===== config.mk =====
export PLATFORM = sky130hd
export DESIGN_NAME = lr_col_merge
export DESIGN_NICKNAME = d
export VERILOG_FILES = /design/src/rtl/lr_col_merge.sv
export SDC_FILE = /design/constraint.sdc
export NUM_CORES = 1
export LEC_CHECK = 0
export CORE_UTILIZATION = 32
export DETAILED_ROUTE_END_ITERATION = 8
export GPL_TIMING_DRIVEN = 0
export PLACE_DENSITY = 0.75
export SLEW_MARGIN = 20
export SYNTH_ARGS = -nofsm -noshare
export SYNTH_HDL_FRONTEND = slang
export SYNTH_SLANG_ARGS = --single-unit

===== constraint.sdc =====
create_clock -name aclk -period 1.5 [get_ports aclk]
set_input_delay 0.15 -clock aclk [delete_from_list [all_inputs] [get_ports aclk]]
set_output_delay 0.15 -clock aclk [all_outputs]
set_load 0.005 [all_outputs]

===== src/rtl/lr_col_merge.sv =====
// lr_col_merge
//
// Joins separate left and right 32-bit pixel streams into one interleaved
// LR stream. Each input word holds four 8-bit pixels (P0 in [31:24] down to
// P3 in [7:0]). Every word is decimated horizontally by two, and the two
// surviving pixels of each side are packed as {R0, L0, R1, L1}. Decimation
// either keeps the even pixels (C_DECIM_AVG = 0) or averages each pixel pair
// with a truncating 9-bit sum (C_DECIM_AVG = 1).
//
// A two-state machine keeps the streams frame-aligned:
//   SYNC : each input independently drops words whose tuser = 0 and holds a
//          word whose tuser = 1. Once both inputs hold a tuser word, the
//          machine moves to RUN. No word is consumed on that transition.
//   RUN  : words are consumed strictly in pairs. A tuser disagreement
//          consumes nothing and returns to SYNC. A tlast disagreement still
//          emits the pair, with tlast = L | R, and returns to SYNC. Both cases
//          set the sticky err_desync flag and bump the saturating err_count.
//
// Handshake semantics (all three streams): a word moves on a rising aclk
// edge where tvalid and tready are both high. A producer holding tvalid high
// keeps tdata/tlast/tuser stable until that edge. The input treadys may
// depend on the input tvalids. m_axis_lr_tvalid comes straight from a
// register and never depends on any tready.
//
// Ports
//   aclk, aresetn           clock (rising edge), async active-low reset
//   s_axis_l_*              left input stream (tdata/tvalid/tready/tlast/tuser)
//   s_axis_r_*              right input stream
//   m_axis_lr_*             interleaved output stream
//   err_desync              sticky alignment-error flag, cleared by reset only
//   err_count               alignment-error count, saturates at 255
//   dbg_state               current FSM state (0 = SYNC, 1 = RUN)
//
// Only a 32-bit data width is supported; the lane layout is fixed at four
// 8-bit pixels.

module lr_col_merge #(
  parameter int C_AXIS_LR_TDATA_WIDTH = 32,
  parameter int C_DECIM_AVG           = 0
) (
  input  logic                             aclk,
  input  logic                             aresetn,

  input  logic [C_AXIS_LR_TDATA_WIDTH-1:0] s_axis_l_tdata,
  input  logic                             s_axis_l_tvalid,
  output logic                             s_axis_l_tready,
  input  logic                             s_axis_l_tlast,
  input  logic                             s_axis_l_tuser,

  input  logic [C_AXIS_LR_TDATA_WIDTH-1:0] s_axis_r_tdata,
  input  logic                             s_axis_r_tvalid,
  output logic                             s_axis_r_tready,
  input  logic                             s_axis_r_tlast,
  input  logic                             s_axis_r_tuser,

  output logic [C_AXIS_LR_TDATA_WIDTH-1:0] m_axis_lr_tdata,
  output logic                             m_axis_lr_tvalid,
  input  logic                             m_axis_lr_tready,
  output logic                             m_axis_lr_tlast,
  output logic                             m_axis_lr_tuser,

  output logic                             err_desync,
  output logic [7:0]                       err_count,
  output logic                             dbg_state
);

  typedef enum logic {
    ST_SYNC = 1'b0,
    ST_RUN  = 1'b1
  } state_t;

  state_t state, state_nxt;

  // Reduce one pixel pair to a single pixel. The first argument is the even
  // (more significant) pixel, which is the one kept in non-averaging mode.
  function automatic logic [7:0] decim(input logic [7:0] a, input logic [7:0] b);
    logic [8:0] sum;
    sum = {1'b0, a} + {1'b0, b};
    if (C_DECIM_AVG != 0) decim = sum[8:1];
    else                  decim = a;
  endfunction

  logic [C_AXIS_LR_TDATA_WIDTH-1:0] packed_word;

  assign packed_word = {decim(s_axis_r_tdata[31:24], s_axis_r_tdata[23:16]),
                        decim(s_axis_l_tdata[31:24], s_axis_l_tdata[23:16]),
                        decim(s_axis_r_tdata[15:8],  s_axis_r_tdata[7:0]),
                        decim(s_axis_l_tdata[15:8],  s_axis_l_tdata[7:0])};

  logic out_free;
  logic both_valid;
  logic user_mis;
  logic last_mis;
  logic fire;
  logic err_evt;

  // The output register can accept a new word when it is empty or when its
  // current word leaves on this same edge, so no bubble is inserted.
  assign out_free   = ~m_axis_lr_tvalid | m_axis_lr_tready;
  assign both_valid = s_axis_l_tvalid & s_axis_r_tvalid;
  assign user_mis   = both_valid & (s_axis_l_tuser ^ s_axis_r_tuser);
  assign last_mis   = both_valid & ~user_mis & (s_axis_l_tlast ^ s_axis_r_tlast);

  always_comb begin
    state_nxt       = state;
    s_axis_l_tready = 1'b0;
    s_axis_r_tready = 1'b0;
    fire            = 1'b0;
    err_evt         = 1'b0;
    case (state)
      ST_SYNC: begin
        // Drop anything that is not a frame start; hold a frame start.
        s_axis_l_tready = ~(s_axis_l_tvalid & s_axis_l_tuser);
        s_axis_r_tready = ~(s_axis_r_tvalid & s_axis_r_tuser);
        if (s_axis_l_tvalid & s_axis_l_tuser & s_axis_r_tvalid & s_axis_r_tuser)
          state_nxt = ST_RUN;
      end
      ST_RUN: begin
        if (user_mis) begin
          // One side is at a frame start and the other is not: consume
          // nothing and let SYNC drain the lagging side.
          err_evt   = 1'b1;
          state_nxt = ST_SYNC;
        end else if (both_valid && out_free) begin
          fire            = 1'b1;
          s_axis_l_tready = 1'b1;
          s_axis_r_tready = 1'b1;
          if (last_mis) begin
            err_evt   = 1'b1;
            state_nxt = ST_SYNC;
          end
        end
      end
      default: state_nxt = ST_SYNC;
    endcase
  end

  always_ff @(posedge aclk or negedge aresetn) begin
    if (!aresetn) state <= ST_SYNC;
    else          state <= state_nxt;
  end

  assign dbg_state = state;

  always_ff @(posedge aclk or negedge aresetn) begin
    if (!aresetn) begin
      m_axis_lr_tvalid <= 1'b0;
      m_axis_lr_tdata  <= '0;
      m_axis_lr_tlast  <= 1'b0;
      m_axis_lr_tuser  <= 1'b0;
    end else if (fire) begin
      m_axis_lr_tvalid <= 1'b1;
      m_axis_lr_tdata  <= packed_word;
      // Equal to L.tlast on a clean join; the OR closes the line on a
      // tlast disagreement.
      m_axis_lr_tlast  <= s_axis_l_tlast | s_axis_r_tlast;
      m_axis_lr_tuser  <= s_axis_l_tuser;
    end else if (m_axis_lr_tready) begin
      m_axis_lr_tvalid <= 1'b0;
    end
  end

  always_ff @(posedge aclk or negedge aresetn) begin
    if (!aresetn) begin
      err_desync <= 1'b0;
      err_count  <= 8'd0;
    end else if (err_evt) begin
      err_desync <= 1'b1;
      if (err_count != 8'hFF) err_count <= err_count + 8'd1;
    end
  end

endmodule


==> impl_metrics.json, run 1 <==
{
  "critPathBufInv": 3,
  "fp.dieH_um": 78.00,
  "worstHoldPathType": "in2async",
  "globalRouteOverflowTotal": 0,
  "crit_top_cell": "nor2b_4",
  "final_max_slew_viol_count": 0,
  "end_kind": "flop",
  "antenna_found_initial": 0,
  "start_util_pct": 33.36,
  "maxCapViolCount": 0,
  "finalHoldViolations": 0,
  "violations": "negative setup slack",
  "boundaryPins": 120,
  "place.gp.congestion": 0.7121,
  "syn_avg_cell_area_sq_um": 14.67,
  "finalCritPeriodShare_pct": 107.5,
  "track_usage_pct": 14.37,
  "fin_ws_ps": -113.0,
  "crit_slowest_cell": "dfrtp_1",
  "crit_type": "reg2reg",
  "synthSimpleGateAreaFrac_pct": 8.260,
  "synth_mux_area_share_pct": 20.72,
  "insertion_delay_ps": 290,
  "synth_top_area_share_pct": 60.93,
  "fin_nets": 316,
  "coreArea_sq_um": 5540,
  "dpl.hpwl_um": 2839,
  "vias": 1442,
  "status": "finished, violations left",
  "synth_xor_area_share_pct": 2.844,
  "skew_ps": 5.031,
  "synth_seq_cells": 45,
  "firstDrtPassIters": 4,
  "die-area_sq_um": 6083,
  "htreeDepth": 2,
  "final_cell_mix": "clkdlybuf4s50_1, dfrtp_1, mux2_4",
  "period_needed_ps": 1613,
  "syn2layout_area_growth_pct": 80.09,
  "clock_path_buffers": 2,
  "p_leak_nw": 1.481,
  "drc": 0,
  "synth_top_family_by_area": "multiplexers",
  "grt_pass1_wl_um": 6837,
  "drive_gt1_share_pct": 30.58,
  "cts_tree": "built",
  "crit_family": "buffers and inverters",
  "clk_pin_slew_ps": 80,
  "routed_wl_um": 4546,
  "whs_ps": 330.6,
  "synth.top_cells.by_area": "dfrtp_1, mux2_1, xnor2_1",
  "fmax_ghz": 0.6200,
  "io_buffers": 87,
  "yosysSeqAreaShare_pct": 60.93,
  "irDropWorstVdd_mv": 0.8154,
  "startpoint_type": "flop",
  "grt_max_degree": 30,
  "yosysUniqueCellTypes": 28,
  "setup_viol": 35,
  "wl_per_cell_um": 14.48,
  "final_common_cell": "clkdlybuf4s50_1",
  "via_per_inst": 4.592,
  "powerDensity_nw_per_um2": 1584,
  "rsz0062_at_grt": "true",
  "rows": 27,
  "yosys.area.top_type": "dfrtp_1",
  "yosys.area_share.adder_pct": 1.354,
  "die_x_um": 78.00,
  "yosysWarnings": 0,
  "root_buffer": "clkbuf_8",
  "fin_setup_tns_ps": -2938,
  "numClockSinks": 45,
  "syn_nets": 201,
  "path_cells": "nand3_4 > nor2b_4 > buf_6 > nor2b_4 > buf_12 > clkbuf_16 > mux2_4",
  "grt_pass1_vias": 1420,
  "cts_made_buffers": 5,
  "syn_area_sq_um": 1848,
  "dr.first_iter.drc_count": 31,
  "netlist_instances": 126,
  "diodes": 0,
  "critPathRequiredTime_ps": 1680,
  "synth_compound_area_share_pct": 3.385,
  "preCtsSetupSlack_ps": -504.0,
  "worstPathMaxFanout": 8,
  "relSlewSlack_pct": 72.18,
  "worstMarginPinSlew_ps": 417.4,
  "antenna_left": 0,
  "max_stage_delay_ps": 410,
  "arrival_ps": 1790
}
## sequential cells by signal, indices dropped and copies added (netlist names)
register / cells
m_axis_lr_tuser: 1
err_desync: 1
m_axis_lr_tlast: 1
dbg_state: 1
err_count: 8
m_axis_lr_tdata: 32
m_axis_lr_tvalid: 1
## metrics by stage
step	power [mW]	cells	instance area, sq um	util (%)
2_1_floorplan	2.599	126	1859	-
3_3_place_gp	3.886	285	2820	50.90
3_5_place_dp	3.960	286	2835	51.17
4_1_cts	4.941	307	3136	56.59
5_1_grt	5.595	314	3328	60.07
6_report	5.270	314	3328	60.07
## timing repair
| action | in CTS | in global routing |
|---|---|---|
| hold endpoints to repair | 16 | 0 |
| gates resized for setup | 33 | 28 |
| pin swaps | 2 | 0 |
| setup endpoints to repair | 40 | 43 |
| cloned | 1 | 2 |
| buffers inserted | 11 | 5 |
| hold buffers | 1 | 0 |
## power breakdown
| part | switching, mW | leakage [nW] | internal, mW |
|---|---|---|---|
| Combinational | 0.658 | 0.892 | 1.84 |
| Clock | 0.380 | 0.0395 | 0.331 |
| Sequential | 0.329 | 0.550 | 1.74 |
| Total | 1.37 | 1.48 | 3.90 |
## per-layer routing
| metal | global-route usage (%) | wire length (um) | vias to the layer above |
|---|---|---|---|
| met1 | 18.11 | 1963 | 709 |
| met3 | 4.471 | 315 | 6 |
| met2 | 24.07 | 2231 | 52 |
| met4 | 3.333 | 36 | 0 |
| li1 | - | - | 675 |
| met5 | 0 | 0 | - |
## logic make-up (layout without fill, tap and decap cells)
group / Yosys count / after routing
buffers and inverters: 6 / 122
AOI/OAI and AO/OA: 9 / 9
xor gates and xnor gates: 6 / 6
and+or+nand+nor: 24 / 24
DFF: 45 / 45
adders and majority gates: 2 / 2
muxes: 34 / 34
## cell usage after synthesis (all sizes together)
cell type	number
ha	2
nand2	6
a31oi	1
a21o	2
and3	2
xor2	2
nor2b	2
o21ai	1
nor2	2
nand3	2
nand4	3
and4	2
a32o	1
xnor2	4
inv	2
a21oi	2
nand2b	3
nor3	1
o211ai	1
dfrtp	45
buf	4
or2	1
a41oi	1
mux2	34
## layout make-up
| cell class | instances | area [sq um] |
|---|---|---|
| flip-flops and latches | 45 | 1126 |
| well taps | 72 | 90.09 |
| repair buffers | 108 | 1096 |
| inverters | 2 | 7.507 |
| fillers | 486 | 2212 |
| plain buffers | 4 | 75.07 |
| clock buffers | 8 | 80.08 |
| multi-input cells | 75 | 853.3 |
## path summary, 6_finish.rpt
path | to | slack (ps) | depth (start not counted) | start
worst max-delay path | m_axis_lr_tdata[6]$_DFFE_PN0P_ | -110 | 7 | dbg_state$_DFF_PN0_
worst min-delay path | m_axis_lr_tuser$_DFFE_PN0P_ | 330 | 2 | aresetn
worst max register to register | m_axis_lr_tdata[6]$_DFFE_PN0P_ | -110 | 7 | dbg_state$_DFF_PN0_
worst min register to register | err_desync$_DFFE_PN0P_ | 470 | 1 | err_desync$_DFFE_PN0P_
max in group asynchronous | m_axis_lr_tdata[15]$_DFFE_PN0P_ | 680 | 3 | aresetn
min in group aclk | m_axis_lr_tuser$_DFFE_PN0P_ | 440 | 2 | s_axis_l_tuser
(Power assumes the default switching activity.)
==> run 2, diff against run 1 <==
--- a/config.mk
+++ b/config.mk
@@ -5,10 +5,11 @@
 export SDC_FILE = /design/constraint.sdc
 export NUM_CORES = 1
 export LEC_CHECK = 0
-export CORE_UTILIZATION = 32
+export CORE_UTILIZATION = 35
 export DETAILED_ROUTE_END_ITERATION = 8
+export DONT_BUFFER_PORTS = 1
+export GPL_ROUTABILITY_DRIVEN = 0
 export GPL_TIMING_DRIVEN = 0
-export PLACE_DENSITY = 0.75
 export SLEW_MARGIN = 20
 export SYNTH_ARGS = -nofsm -noshare
 export SYNTH_HDL_FRONTEND = slang
==> run 2 against run 1 <==
  * The flow still finishes with violations (negative setup slack)
  * Worst setup slack improved by 65 ps
  * Via count fell by 17%
  * Flip-flop and latch count did not move
  * Non-clock buffer count fell by 65
  * Routed wire length fell by 10%
  * Power fell by 24%
  * Cell count fell by 21%
  * Sequential share of layout area rose by 8.8 points
  * Maximum frequency rose by 4.2%
  * Clock-buffer cell count fell by 3
  * Global-route usage fell by 0.27 points
==> impl_metrics.json, run 2 (same netlist as run 1, synthesis figures left out) <==
{
  "rsz0062_at_grt": "true",
  "irDropWorstVdd_mv": 0.6706,
  "hold_depth": 1,
  "grt_pass1_wl_um": 5733,
  "startpoint_type": "flop",
  "cts_made_buffers": 5,
  "grt_max_degree": 46,
  "via_per_inst": 4.866,
  "numClockSinks": 45,
  "die-area_sq_um": 5575,
  "r2r_start": "m_axis_lr_tvalid$_DFFE_PN0P_",
  "antenna_found_initial": 0,
  "arrival_ps": 1720,
  "fin_nets": 251,
  "dr.first_iter.drc_count": 20,
  "placed_cell_area_sq_um": 1947,
  "regMostFlops": "m_axis_lr_tdata",
  "fin_ws_ps": -47.78,
  "coreArea_sq_um": 5107,
  "finish.instance_area_sq_um": 2656,
  "fmax_ghz": 0.6461,
  "largest_reg_flops": 32,
  "rr_worst_depth": 6,
  "status": "finished, violations left",
  "preCtsSetupSlack_ps": -239.4,
  "violations": "negative setup slack",
  "relSlewSlack_pct": 74.19,
  "p_leak_nw": 1.173,
  "setup_viol": 29,
  "finish.utilization_pct": 52.01,
  "drc": 0,
  "fillers": 448,
  "start_util_pct": 36.18,
  "clock_path_buffers": 2,
  "final_common_cell": "dfrtp_1",
  "period_needed_ps": 1548,
  "worstMarginPinSlew_ps": 385.8,
  "worstPathMaxFanout": 10,
  "drive_gt1_share_pct": 33.33,
  "worstHoldPathType": "in2reg",
  "skew_ps": 6.829,
  "finalHoldViolations": 0,
  "maxCapViolCount": 0,
  "finalCritPeriodShare_pct": 103.2,
  "diodes": 0,
  "reg_top3": "m_axis_lr_tdata (32), err_count (8)",
  "powerDensity_nw_per_um2": 1515,
  "io_buffers": 0,
  "insertion_delay_ps": 290,
  "final_cell_mix": "dfrtp_1, dlygate4sd3_1, mux2_4",
  "wl_per_cell_um": 16.53,
  "routed_wl_um": 4082,
  "final_max_slew_viol_count": 0,
  "critPathRequiredTime_ps": 1670,
  "htreeDepth": 2,
  "end_kind": "flop",
  "grt_pass1_vias": 1219,
  "rows": 26,
  "firstDrtPassIters": 4,
  "cts_tree": "built",
  "dpl.hpwl_um": 2425,
  "whs_ps": 34.59,
  "fp.dieH_um": 74.67,
  "globalRouteOverflowTotal": 0,
  "min_from": "s_axis_l_tuser",
  "crit_type": "reg2reg",
  "antenna_left": 0,
  "syn2layout_area_growth_pct": 43.74,
  "stdcell_count": 247,
  "place_inst": 196,
  "track_usage_pct": 14.09,
  "clk_pin_slew_ps": 80,
  "startpoint": "m_axis_lr_tvalid$_DFFE_PN0P_",
  "root_buffer": "clkbuf_8",
  "die_x_um": 74.67,
  "boundaryPins": 120,
  "vias": 1202
}
==> run 2: cell types whose count changed in the layout (fill, tap and decap cells not counted), moves of 3 or more <==
| cell | change |
|---|---|
| buf_6 | -3 |
| dlygate4sd3_1 | +32 |
| clkbuf_1 | -3 |
| dfrtp_2 | +5 |
| dlygate4sd2_1 | -5 |
| dfrtp_1 | -5 |
| mux2_1 | +9 |
| mux2_4 | -9 |
| buf_4 | -6 |
| clkdlybuf4s50_1 | -79 |
==> run 2: repair_timing <==
| action | 4_1_cts | 5_1_grt |
|---|---|---|
| gates resized for setup | 28 | 15 |
| pin swaps | 6 | 3 |
| hold endpoints to repair | 71 | 6 |
| hold buffers | 28 | 6 |
| buffers inserted | 5 | 2 |
| setup endpoints to repair | 39 | 39 |
| cloned | 1 | 1 |
==> run 2: power by group <==
group          leakage, nW  internal [mW]  switching [mW]  total [mW]
Sequential           0.543           1.75           0.480        2.23
Combinational        0.585          0.752           0.329        1.08
Clock               0.0439          0.321           0.393       0.714
Total                 1.17           2.82            1.20        4.02
==> run 2: through the flow <==
stage	power, mW	TNS (ps)
detailed placement	2.821	-7145
finish	4.023	-705.3
floorplan	2.599	-1985
global route	4.304	-3839
global placement	2.742	-6536
CTS	3.894	-1308
==> run 2: worst paths after layout <==
check	to	slack [ps]
worst max-delay path	m_axis_lr_tdata[31]$_DFFE_PN0P_	-50
max in group asynchronous	err_count[5]$_DFFE_PN0P_	910
worst max register to register	m_axis_lr_tdata[31]$_DFFE_PN0P_	-50
min in group asynchronous	m_axis_lr_tlast$_DFFE_PN0P_	380
worst min-delay path	m_axis_lr_tuser$_DFFE_PN0P_	30
worst min register to register	err_count[5]$_DFFE_PN0P_	510
==> run 2: cell type report <==
| type | instances | area, sq um | share of cell area, % |
|---|---|---|---|
| clock buffer | 5 | 68.82 | 2.591 |
| clock inverter | 3 | 17.52 | 0.6594 |
| tap | 70 | 87.58 | 3.297 |
| timing repair buffer | 43 | 462.9 | 17.43 |
| buffer | 4 | 75.07 | 2.826 |
| inverter | 2 | 7.507 | 0.2826 |
| multi-input combinational | 75 | 804.5 | 30.29 |
| sequential | 45 | 1132 | 42.63 |
==> run 2: worst max-delay path, stage by stage (launching register included) <==
cell	delay (ps)
dfrtp_1	400
nand2b_1	100
nor2b_4	150
nor2b_4	160
buf_12	150
buf_12	130
mux2_1	320
==> run 2: per-layer routing <==
metal | GRT usage, % | up-vias | share of wire [%]
met2 | 24.92 | 55 | 52
met5 | 0 | - | 0
met3 | 5.355 | 4 | 7.1
li1 | - | 545 | -
met4 | 5.031 | 0 | 0.86
met1 | 15.42 | 598 | 40
==> run 3, diff against run 2 <==
--- a/config.mk
+++ b/config.mk
@@ -6,6 +6,7 @@
 export NUM_CORES = 1
 export LEC_CHECK = 0
 export CORE_UTILIZATION = 35
+export CTS_CLUSTER_DIAMETER = 80
 export DETAILED_ROUTE_END_ITERATION = 8
 export DONT_BUFFER_PORTS = 1
 export GPL_ROUTABILITY_DRIVEN = 0
==> results of run 3 <==
Final layout, timing and power as in run 2 (identical DEF).
